## src/rtl/mem_port_arbiter.sv

```systemverilog
// mem_port_arbiter: shares one single-ported memory between instruction fetch and the
// MEM stage; data has priority, a streak limit forces fetch progress.
// Revision 1.0
`default_nettype none

module mem_port_arbiter #(
  parameter int         LATENCY      = 2,
  parameter int         MAX_STREAK   = 2,
  parameter logic [1:0] IF_LOAD_MODE = 2'b00
) (
  input  logic        clk,
  input  logic        reset,
  input  logic        d_req,
  input  logic        d_write,
  input  logic [31:0] d_addr,
  input  logic [31:0] d_wdata,
  input  logic [1:0]  d_load_mode,
  output logic        d_ack,
  output logic [31:0] d_rdata,
  output logic        d_stall,
  input  logic        i_req,
  input  logic [31:0] i_addr,
  output logic        i_ack,
  output logic [31:0] i_rdata,
  output logic        i_stall,
  output logic        mem_read,
  output logic        mem_write,
  output logic [1:0]  mem_load_mode,
  output logic [31:0] mem_address,
  output logic [31:0] mem_write_data,
  input  logic [31:0] mem_read_data
);

  localparam int CNT_W = (LATENCY > 1) ? $clog2(LATENCY) : 1;
  localparam int STK_W = (MAX_STREAK > 0) ? $clog2(MAX_STREAK + 1) : 1;
  localparam logic [CNT_W-1:0] CNT_LOAD = CNT_W'(LATENCY - 1);
  localparam logic [STK_W-1:0] STK_MAX  = STK_W'(MAX_STREAK);

  typedef enum logic [1:0] {S_IDLE, S_ACCESS, S_RESPOND} state_t;

  state_t           state_q, state_d;
  logic [CNT_W-1:0] cnt_q, cnt_d;
  logic [STK_W-1:0] streak_q, streak_d;
  logic             own_data_q, own_data_d;
  logic             write_q, write_d;
  logic [31:0]      addr_q, addr_d;
  logic [31:0]      wdata_q, wdata_d;
  logic [1:0]       mode_q, mode_d;
  logic [31:0]      d_rdata_q, d_rdata_d;
  logic [31:0]      i_rdata_q, i_rdata_d;
  logic             fetch_win;

  always_ff @(posedge clk) begin
    if (reset) begin
      state_q    <= S_IDLE;
      cnt_q      <= '0;
      streak_q   <= '0;
      own_data_q <= 1'b0;
      write_q    <= 1'b0;
      addr_q     <= '0;
      wdata_q    <= '0;
      mode_q     <= '0;
      d_rdata_q  <= '0;
      i_rdata_q  <= '0;
    end else begin
      state_q    <= state_d;
      cnt_q      <= cnt_d;
      streak_q   <= streak_d;
      own_data_q <= own_data_d;
      write_q    <= write_d;
      addr_q     <= addr_d;
      wdata_q    <= wdata_d;
      mode_q     <= mode_d;
      d_rdata_q  <= d_rdata_d;
      i_rdata_q  <= i_rdata_d;
    end
  end

  always_comb begin
    state_d        = state_q;
    cnt_d          = cnt_q;
    streak_d       = streak_q;
    own_data_d     = own_data_q;
    write_d        = write_q;
    addr_d         = addr_q;
    wdata_d        = wdata_q;
    mode_d         = mode_q;
    d_rdata_d      = d_rdata_q;
    i_rdata_d      = i_rdata_q;
    fetch_win      = 1'b0;
    d_ack          = 1'b0;
    i_ack          = 1'b0;
    mem_read       = 1'b0;
    mem_write      = 1'b0;
    mem_load_mode  = '0;
    mem_address    = '0;
    mem_write_data = '0;

    case (state_q)
      S_IDLE: begin
        if (d_req || i_req) begin
          // Fetch only beats a pending data request once the streak limit is hit.
          fetch_win  = i_req && (!d_req || (streak_q == STK_MAX));
          own_data_d = !fetch_win;
          write_d    = !fetch_win && d_write;
          addr_d     = fetch_win ? i_addr : d_addr;
          wdata_d    = d_wdata;
          mode_d     = fetch_win ? IF_LOAD_MODE : d_load_mode;
          cnt_d      = CNT_LOAD;
          state_d    = S_ACCESS;
          if (fetch_win || !i_req) streak_d = '0;
          else if (streak_q != STK_MAX) streak_d = streak_q + 1'b1;
        end
      end
      S_ACCESS: begin
        mem_read       = !write_q;
        mem_write      = write_q;
        mem_address    = addr_q;
        mem_load_mode  = mode_q;
        mem_write_data = own_data_q ? wdata_q : '0;
        cnt_d          = cnt_q - 1'b1;
        if (cnt_q == '0) begin
          if (!write_q) begin
            if (own_data_q) d_rdata_d = mem_read_data;
            else            i_rdata_d = mem_read_data;
          end
          state_d = S_RESPOND;
        end
      end
      S_RESPOND: begin
        d_ack   = own_data_q;
        i_ack   = !own_data_q;
        state_d = S_IDLE;
      end
      default: state_d = S_IDLE;
    endcase
  end

  assign d_rdata = d_rdata_q;
  assign i_rdata = i_rdata_q;
  assign d_stall = d_req && !d_ack;
  assign i_stall = i_req && !i_ack;

endmodule

`default_nettype wire

```

## config.mk

```make
export PLATFORM = sky130hd
export DESIGN_NAME = mem_port_arbiter
export DESIGN_NICKNAME = d
export VERILOG_FILES = /design/src/rtl/mem_port_arbiter.sv
export SDC_FILE = /design/constraint.sdc
export NUM_CORES = 1
export LEC_CHECK = 0
export ABC_AREA = 1
export CAP_MARGIN = 15
export CELL_PAD_IN_SITES_DETAIL_PLACEMENT = 2
export CELL_PAD_IN_SITES_GLOBAL_PLACEMENT = 2
export CORE_AREA = 2 2 106 186
export CTS_BUF_LIST = sky130_fd_sc_hd__clkbuf_16
export CTS_CLUSTER_DIAMETER = 200
export DETAILED_ROUTE_END_ITERATION = 16
export DIE_AREA = 0 0 108 188
export DONT_BUFFER_PORTS = 1
export PLACE_DENSITY_LB_ADDON = 0.1
export SKIP_LAST_GASP = 1
export SLEW_MARGIN = 20
export SYNTH_ARGS = -nofsm -noshare
export SYNTH_HDL_FRONTEND = slang
export SYNTH_SLANG_ARGS = --single-unit
```

## constraint.sdc

```tcl
create_clock -name clk -period 3.5 [get_ports clk]
set_input_delay 0.7 -clock clk [delete_from_list [all_inputs] [get_ports clk]]
set_output_delay 0.7 -clock clk [all_outputs]
set_load 0.05 [all_outputs]
```

### Word-level counts from Yosys, hierarchy flattened

Cells that the tools add are included.

* register bits: 137
* input bits: 135
* output and inout bits: 136

* add/sub/neg operators: 2
* eq/ne operators: 6
* mux-type cells: 17
* bitwise logic cells: 3
* reduce and logical (&&, ||, !) cells: 23

Operator list (number)
* $mux 32: 4
* $mux 2: 6
* $reduce_and 4->1: 2
* $logic_not 1->1: 7
* $ne 2x2->1 const B: 3
* $reduce_and 2->1: 3
* $mux 1: 5
* $eq 2x2->1 const B: 2
* $logic_and 1x1->1: 4
* $pmux 2 s2: 1
* $reduce_bool 2->1: 2
* $logic_or 1x1->1: 3
* $not 1->1: 3
* $reduce_and 3->1: 1
* $add 2x1->2 const B: 1
* $eq 2x1->1 const B: 1
* $logic_not 2->1: 1
* $pmux 1 s2: 1
* $sub 1x1->1 const B: 1

### Depth between registers and ports, before layout

Gate-level depths: netlist (run 1).

* word-level depth: 6
* depth in mapped cells: 10

### Least setup slack after synthesis (run 1)

Ideal clock, no wire load.

* kind: input -> output
* start point: input i_req
* end point: output i_stall
* data arrival time: 1.584 ns
* slack: 1.216 ns
* stages: 4
* cell sequence: buf_2 -> buf_1 -> o21ai_0 -> inv_1

* word-level cells in the longest chain between the ends: 1

Ends and longest elaborated chain
* from (decl): line 21 `input logic i_req,`
* $logic_and 1x1->1: line 142 `assign i_stall = i_req && !i_ack;`
* to (decl): line 25 `output logic i_stall,`

Every way passes these cells.

### Worst setup path in the final report (run 1)

* start point: register own_data_q
* end point: output mem_write_data[19]

* word-level cells in the longest chain between the ends: 2

Ends and longest elaborated chain
* from (decl): line 44 `logic own_data_q, own_data_d;`
* from (signal assigned): line 69 `own_data_q <= own_data_d;`
* $mux 32: line 120 `mem_write_data = own_data_q ? wdata_q : '0;`
* $mux 32: line 99 `case (state_q)`
* to (decl): line 30 `output logic [31:0] mem_write_data,`

Every way passes these cells.

==> impl_metrics.py, run 1 <==
metrics = {
    "cts": {
        "path_clk_slew_ns": 0.06,
        "clockRootBuffer": "clkbuf_16",
        "tritoncts": "built",
        "htree_levels": 4,
        "clockBufferDepth": 2,
        "cts_buffers": 17,
        "clk_latency_ns": 0.42,
        "postCtsSetupBuffers": 0,
        "cts_sinks": 137,
        "hold_buffers": 0,
        "cts_resized": 0,
    },
    "floorplanning": {
        "rows": 67,
        "core_mm2": 0.0189,
        "pin_count": 271,
        "dieArea_mm2": 0.0203,
        "die_w_um": 108,
        "start_util": 0.334,
        "die_h_um": 188,
    },
    "worst_setup_path": {
        "startpoint_type": "flop",
        "crit_fanout": 23,
        "cp_data_arrival_time_ns": 2.16,
        "crit_type": "flop to primary output",
        "critPathRequiredTime_ns": 2.80,
        "worst_setup_path_end_kind": "primary output",
    },
    "synthesis": {
        "yosys_register_bits": 137,
        "synth_ff_type": "dfxtp_1",
        "synth-xor-area-share": 0,
        "yosys_warnings": 0,
        "syn-num-nets": 1117,
        "muxShareOfSynthArea": 0,
        "yosys.area_share.simple": 0.386,
        "syn_avg_cell_area_um2": 6.43,
        "synth_compound_area_frac": 0.0589,
        "synth_cell_types": 19,
        "synth-async-reset-ratio": 0,
        "syn_area_mm2": 0.00631,
        "synth_cells": 981,
        "synthAdderAreaFrac": 0.00198,
        "synth-seq-area-share": 0.435,
        "synth_edf_count": 0,
        "synth_top_family_by_area": "simple AND/OR/NAND/NOR gates",
    },
    "drt": {
        "drt.antenna.violating_nets": 0,
        "met3_length_um": 1300,
        "drt_wl_total_um": 23300,
        "wirelength_met1_um": 8050,
        "drt-pass1-iter-count": 4,
        "viasPerCell": 5.04,
        "via_count": 6432,
        "met2_length_um": 13100,
        "drtIter0Drc": 203,
        "routed.top_layer": "met4",
        "post-route-drc-count": 0,
        "routedWlPerCell_um": 18.3,
    },
    "global_route": {
        "antenna_found_initial": 9,
        "grtUsageTotal": 0.227,
        "grt_max_degree": 69,
        "overflow": 0,
        "grt_pass1_wl_um": 35800,
        "first_global_vias": 7146,
    },
    "timing": {
        "relSlewSlack": 0.334,
        "fmax_mhz": 350,
        "drv_slew": 0,
        "final.setup.tns_ns": 0,
        "worst_pin_slew_ns": 0.999,
        "finalSetupViolCount": 0,
        "grt_setup_unrepaired": "no",
        "finalHoldViolCount": 0,
        "fin_crit_ns": 2.86,
        "fin_crit_sh": 0.817,
        "skew_ns": 0.0127,
    },
    "job": {
        "max_cap_viol_count": 0,
    },
    "placement": {
        "dpl.hpwl_um": 16900,
        "gp_congestion": 0.771,
        "io_buffers": 0,
    },
    "pwr": {
        "total_power_mw": 4.38,
        "p_leak_nw": 3.55,
        "vdd_ir_drop_max_v": 0.000217,
        "power_density_mw_per_mm2": 587,
    },
    "final_layout": {
        "syn_to_final_growth_pct": 18.4,
        "layout_commonest_cell": "nor2_1",
        "drive_gt1_frac": 0.120,
        "finalNetCount": 1151,
        "layout_common_cells": "nor2_1 (270), nand2_1 (175), dfxtp_1 (137)",
    },
    "worst_hold_path": {
        "min_path_type": "input pin to flop",
    },
    "status": {
        "status": "finished clean",
    },
}
## sequential cells by signal, indices dropped and copies added (netlist names)
register	count
addr_q	32
cnt_q	1
d_rdata	32
i_rdata	32
mode_q	2
own_data_q	1
state_q	2
streak_q	2
wdata_q	32
write_q	1
## per-layer routing
metal	track usage	up-vias
met5	0	-
met1	0.202	3081
li1	-	3106
met2	0.449	199
met4	0.111	0
met3	0.0633	46
## worst paths after layout
path	from	to	slack [ns]	cells after the start
max	own_data_q	mem_write_data[19]	0.64	4
min	reset	mode_q[0]	0.34	1
max reg2reg	own_data_q	d_rdata[30]	1.38	4
min reg2reg	mode_q[0]	mode_q[0]	0.47	2
## worst max-delay path: stages, from the launching register on
cell and delay (ns):
dfxtp_1 0.92, buf_4 0.35, nand2_1 0.10, nor2_1 0.15, buf_4 0.22
## cells by family (layout without fill, tap and decap cells)
kind of cell             count (synthesis)  in the layout
AND/OR/NAND/NOR                        587            587
buffers and inverters                  182            228
flip-flops                             137            137
AO/OA/AOI/OAI                           74             74
adder cells (fa/ha/maj)                  1              1
other                                    0              9
## cell usage after synthesis, types with 7 or more instances
cell type  number  area [um2]
nand2_1       178         668
a21oi_1        37         185
o21ai_0        36         180
inv_1         107         402
nand4_1        32         200
nor2_1        271        1020
nand3_1       100         500
buf_1           7        26.3
dfxtp_1       137        2740
buf_2          24         120
clkbuf_1       33         124
## where the power goes
part | internal [mW] | total [mW] | switching, mW
registers | 1.71 | 1.99 | 0.273
clock network | 0.876 | 1.55 | 0.675
logic | 0.238 | 0.843 | 0.605
total | 2.83 | 4.38 | 1.55
## cell type report
type	count	area, um2
fillers	2322	11400
multi-input cells	662	2830
flip-flops and latches	137	2740
repair buffers	85	651
clock buffers	17	425
inverters	112	420
well taps	241	302
clock inverters	14	70.1
diodes	9	22.5
## per-stage QoR
step	hold WS [ns]	cell area (um2)	utilization	worst slack [ns]	instances
after floorplan	0.444	6310	-	1.22	981
after global placement	0.449	6950	0.368	1.24	1237
after detailed placement	0.463	6950	0.368	1.08	1237
after CTS	0.322	7440	0.394	0.625	1268
after global routing	0.317	7460	0.396	0.518	1276
final	0.341	7470	0.396	0.641	1277
(Power assumes the default switching activity.)
==> run 2: changes to the inputs <==
--- a/config.mk
+++ b/config.mk
@@ -9,11 +9,11 @@
 export CAP_MARGIN = 15
 export CELL_PAD_IN_SITES_DETAIL_PLACEMENT = 2
 export CELL_PAD_IN_SITES_GLOBAL_PLACEMENT = 2
-export CORE_AREA = 2 2 106 186
+export CORE_AREA = 2 2 117 204
 export CTS_BUF_LIST = sky130_fd_sc_hd__clkbuf_16
 export CTS_CLUSTER_DIAMETER = 200
 export DETAILED_ROUTE_END_ITERATION = 16
-export DIE_AREA = 0 0 108 188
+export DIE_AREA = 0 0 119 206
 export DONT_BUFFER_PORTS = 1
 export PLACE_DENSITY_LB_ADDON = 0.1
 export SKIP_LAST_GASP = 1
==> constraint.sdc (replaced) <==
create_clock -name clk -period 2.4 [get_ports clk]
set_input_delay 0.48 -clock clk [delete_from_list [all_inputs] [get_ports clk]]
set_output_delay 0.48 -clock clk [all_outputs]
set_load 0.05 [all_outputs]
==> run 2 against run 1 <==
Against the previous run:
- sequential power is 45% higher
- die area up 21%
- non-clock buffer count up 3
- sequential share of layout area fell by 1.3 points
- count of clock-buffer cells in the layout unchanged
- worst setup slack lost 0.42 ns
==> impl_metrics.py, run 2 (synthesized netlist as in run 1, its figures left out) <==
metrics = {
    "cts": {
        "htree_levels": 4,
        "cts_buffers": 17,
        "clockRootBuffer": "clkbuf_16",
        "tritoncts": "built",
        "cts_sinks": 137,
        "clockBufferDepth": 2,
        "postCtsSetupBuffers": 0,
        "path_clk_slew_ns": 0.06,
        "clk_latency_ns": 0.44,
    },
    "timing": {
        "drv_slew": 0,
        "whs_ns": 0.110,
        "fin_crit_ns": 2.18,
        "fmax_mhz": 459,
        "fin_crit_sh": 0.907,
        "relSlewSlack": 0.581,
        "finalHoldViolCount": 0,
        "skew_ns": 0.00577,
        "final.setup.tns_ns": 0,
        "grt_setup_unrepaired": "no",
        "finalSetupViolCount": 0,
        "worst_pin_slew_ns": 0.627,
    },
    "worst_setup_path": {
        "path_cells": "inv_2, nand2_2, buf_6, nor2_1, buf_4",
        "worst_setup_path_end_kind": "primary output",
        "critPathRequiredTime_ns": 1.92,
        "reg2reg_to": "addr_q[19]",
        "crit_fanout": 51,
        "worst_path_largest_cell_delay_ns": 0.43,
        "cp_slowest_cell": "dfxtp_1",
        "worst-path-buf-inv": 3,
        "cp_top_family": "buffers and inverters",
        "r2r_slack_ns": 0.84,
        "crit_type": "flop to primary output",
        "cp_data_arrival_time_ns": 1.70,
        "r2r_cells": 10,
        "startpoint_type": "flop",
        "r2r_start": "streak_q[0]",
        "crit_start": "state_q[1]",
    },
    "placement": {
        "dpl.hpwl_um": 15900,
        "dpl_cell_area_mm2": 0.00710,
        "io_buffers": 0,
        "gp_congestion": 0.721,
    },
    "global_route": {
        "grt_max_degree": 100,
        "overflow": 0,
        "grtUsageTotal": 0.188,
        "grt_pass1_wl_um": 35600,
        "first_global_vias": 6586,
        "antenna_found_initial": 1,
    },
    "floorplanning": {
        "pin_count": 271,
        "dieArea_mm2": 0.0245,
        "die_h_um": 206,
        "start_util": 0.274,
        "die_w_um": 119,
        "rows": 74,
        "core_mm2": 0.0231,
    },
    "drt": {
        "viasPerCell": 4.80,
        "wirelength_met1_um": 8720,
        "met2_length_um": 12400,
        "drt-pass1-iter-count": 4,
        "drtIter0Drc": 185,
        "routedWlPerCell_um": 17.2,
        "routed.top_layer": "met4",
        "drt_wl_total_um": 23000,
        "post-route-drc-count": 0,
        "via_count": 6409,
        "drt.antenna.violating_nets": 0,
        "met3_length_um": 1270,
    },
    "final_layout": {
        "layout_commonest_cell": "nor2_1",
        "drive_gt1_frac": 0.126,
        "fin_area_mm2": 0.00773,
        "layout_common_cells": "nor2_1 (270), nand2_1 (176), dfxtp_1 (137)",
        "syn_to_final_growth_pct": 22.6,
        "finalNetCount": 1154,
    },
    "worst_hold_path": {
        "hold_depth": 1,
        "min_path_type": "input pin to flop",
        "hp-start": "reset",
        "hold_end": "mode_q[1]",
    },
    "pwr": {
        "vdd_ir_drop_max_v": 0.000406,
        "power_density_mw_per_mm2": 906,
        "p_leak_nw": 3.64,
    },
    "status": {
        "status": "finished clean",
    },
    "job": {
        "max_cap_viol_count": 0,
    },
}
-- run 2: cell types whose count changed in the layout (fill, tap and decap cells not counted), moves of 2 or more --
cell | previous run | this run
buf_12 | 1 | 5
buf_4 | 84 | 82
bufinv_16 | 0 | 5
diode_2 | 9 | 1
inv_1 | 110 | 107
-- run 2: how the worst max path moves through the flow --
stage               slack, ns                 end  cells past startpoint
global placement         0.68  mem_write_data[12]                      5
global route             0.10  mem_write_data[14]                      5
detailed placement       0.58  mem_write_data[14]                      5
floorplan                0.39      mem_address[0]                      5
finish                   0.22  mem_write_data[14]                      5
CTS                      0.07  mem_write_data[14]                      5
-- run 2: per-layer routing --
layer | global-route usage | vias up
li1 | - | 3104
met1 | 0.194 | 3113
met2 | 0.348 | 165
met3 | 0.0577 | 27
met4 | 0.0795 | 0
met5 | 0 | -
-- run 2: power by group --
part / switching (mW) / total (mW) / internal, mW
Combinational: 0.890 / 1.26 / 0.366
Clock: 1.05 / 2.88 / 1.82
Sequential: 0.380 / 2.88 / 2.50
Total: 2.32 / 7.01 / 4.69
-- run 2: area by class of cell --
| type | count | area [um2] |
|---|---|---|
| diodes | 1 | 2.50 |
| clock buffers | 17 | 425 |
| clock inverters | 15 | 206 |
| fillers | 2800 | 15300 |
| inverters | 112 | 420 |
| multi-input cells | 662 | 2830 |
| flip-flops and latches | 137 | 2740 |
| well taps | 304 | 380 |
| repair buffers | 88 | 727 |
-- run 2: metrics by stage --
stage	util	power, mW	setup slack, ns	cells
finish	0.336	7.01	0.223	1336
global route	0.336	7.41	0.105	1336
CTS	0.335	7.17	0.0705	1335
detailed placement	0.308	4.22	0.578	1303
global placement	0.308	4.17	0.677	1303
floorplan	-	3.82	0.387	981
-- run 2: timing repair --
action                                  CTS  global route
resized for setup                         0             1
hold buffers                              0             0
endpoints found under the setup margin    0            10
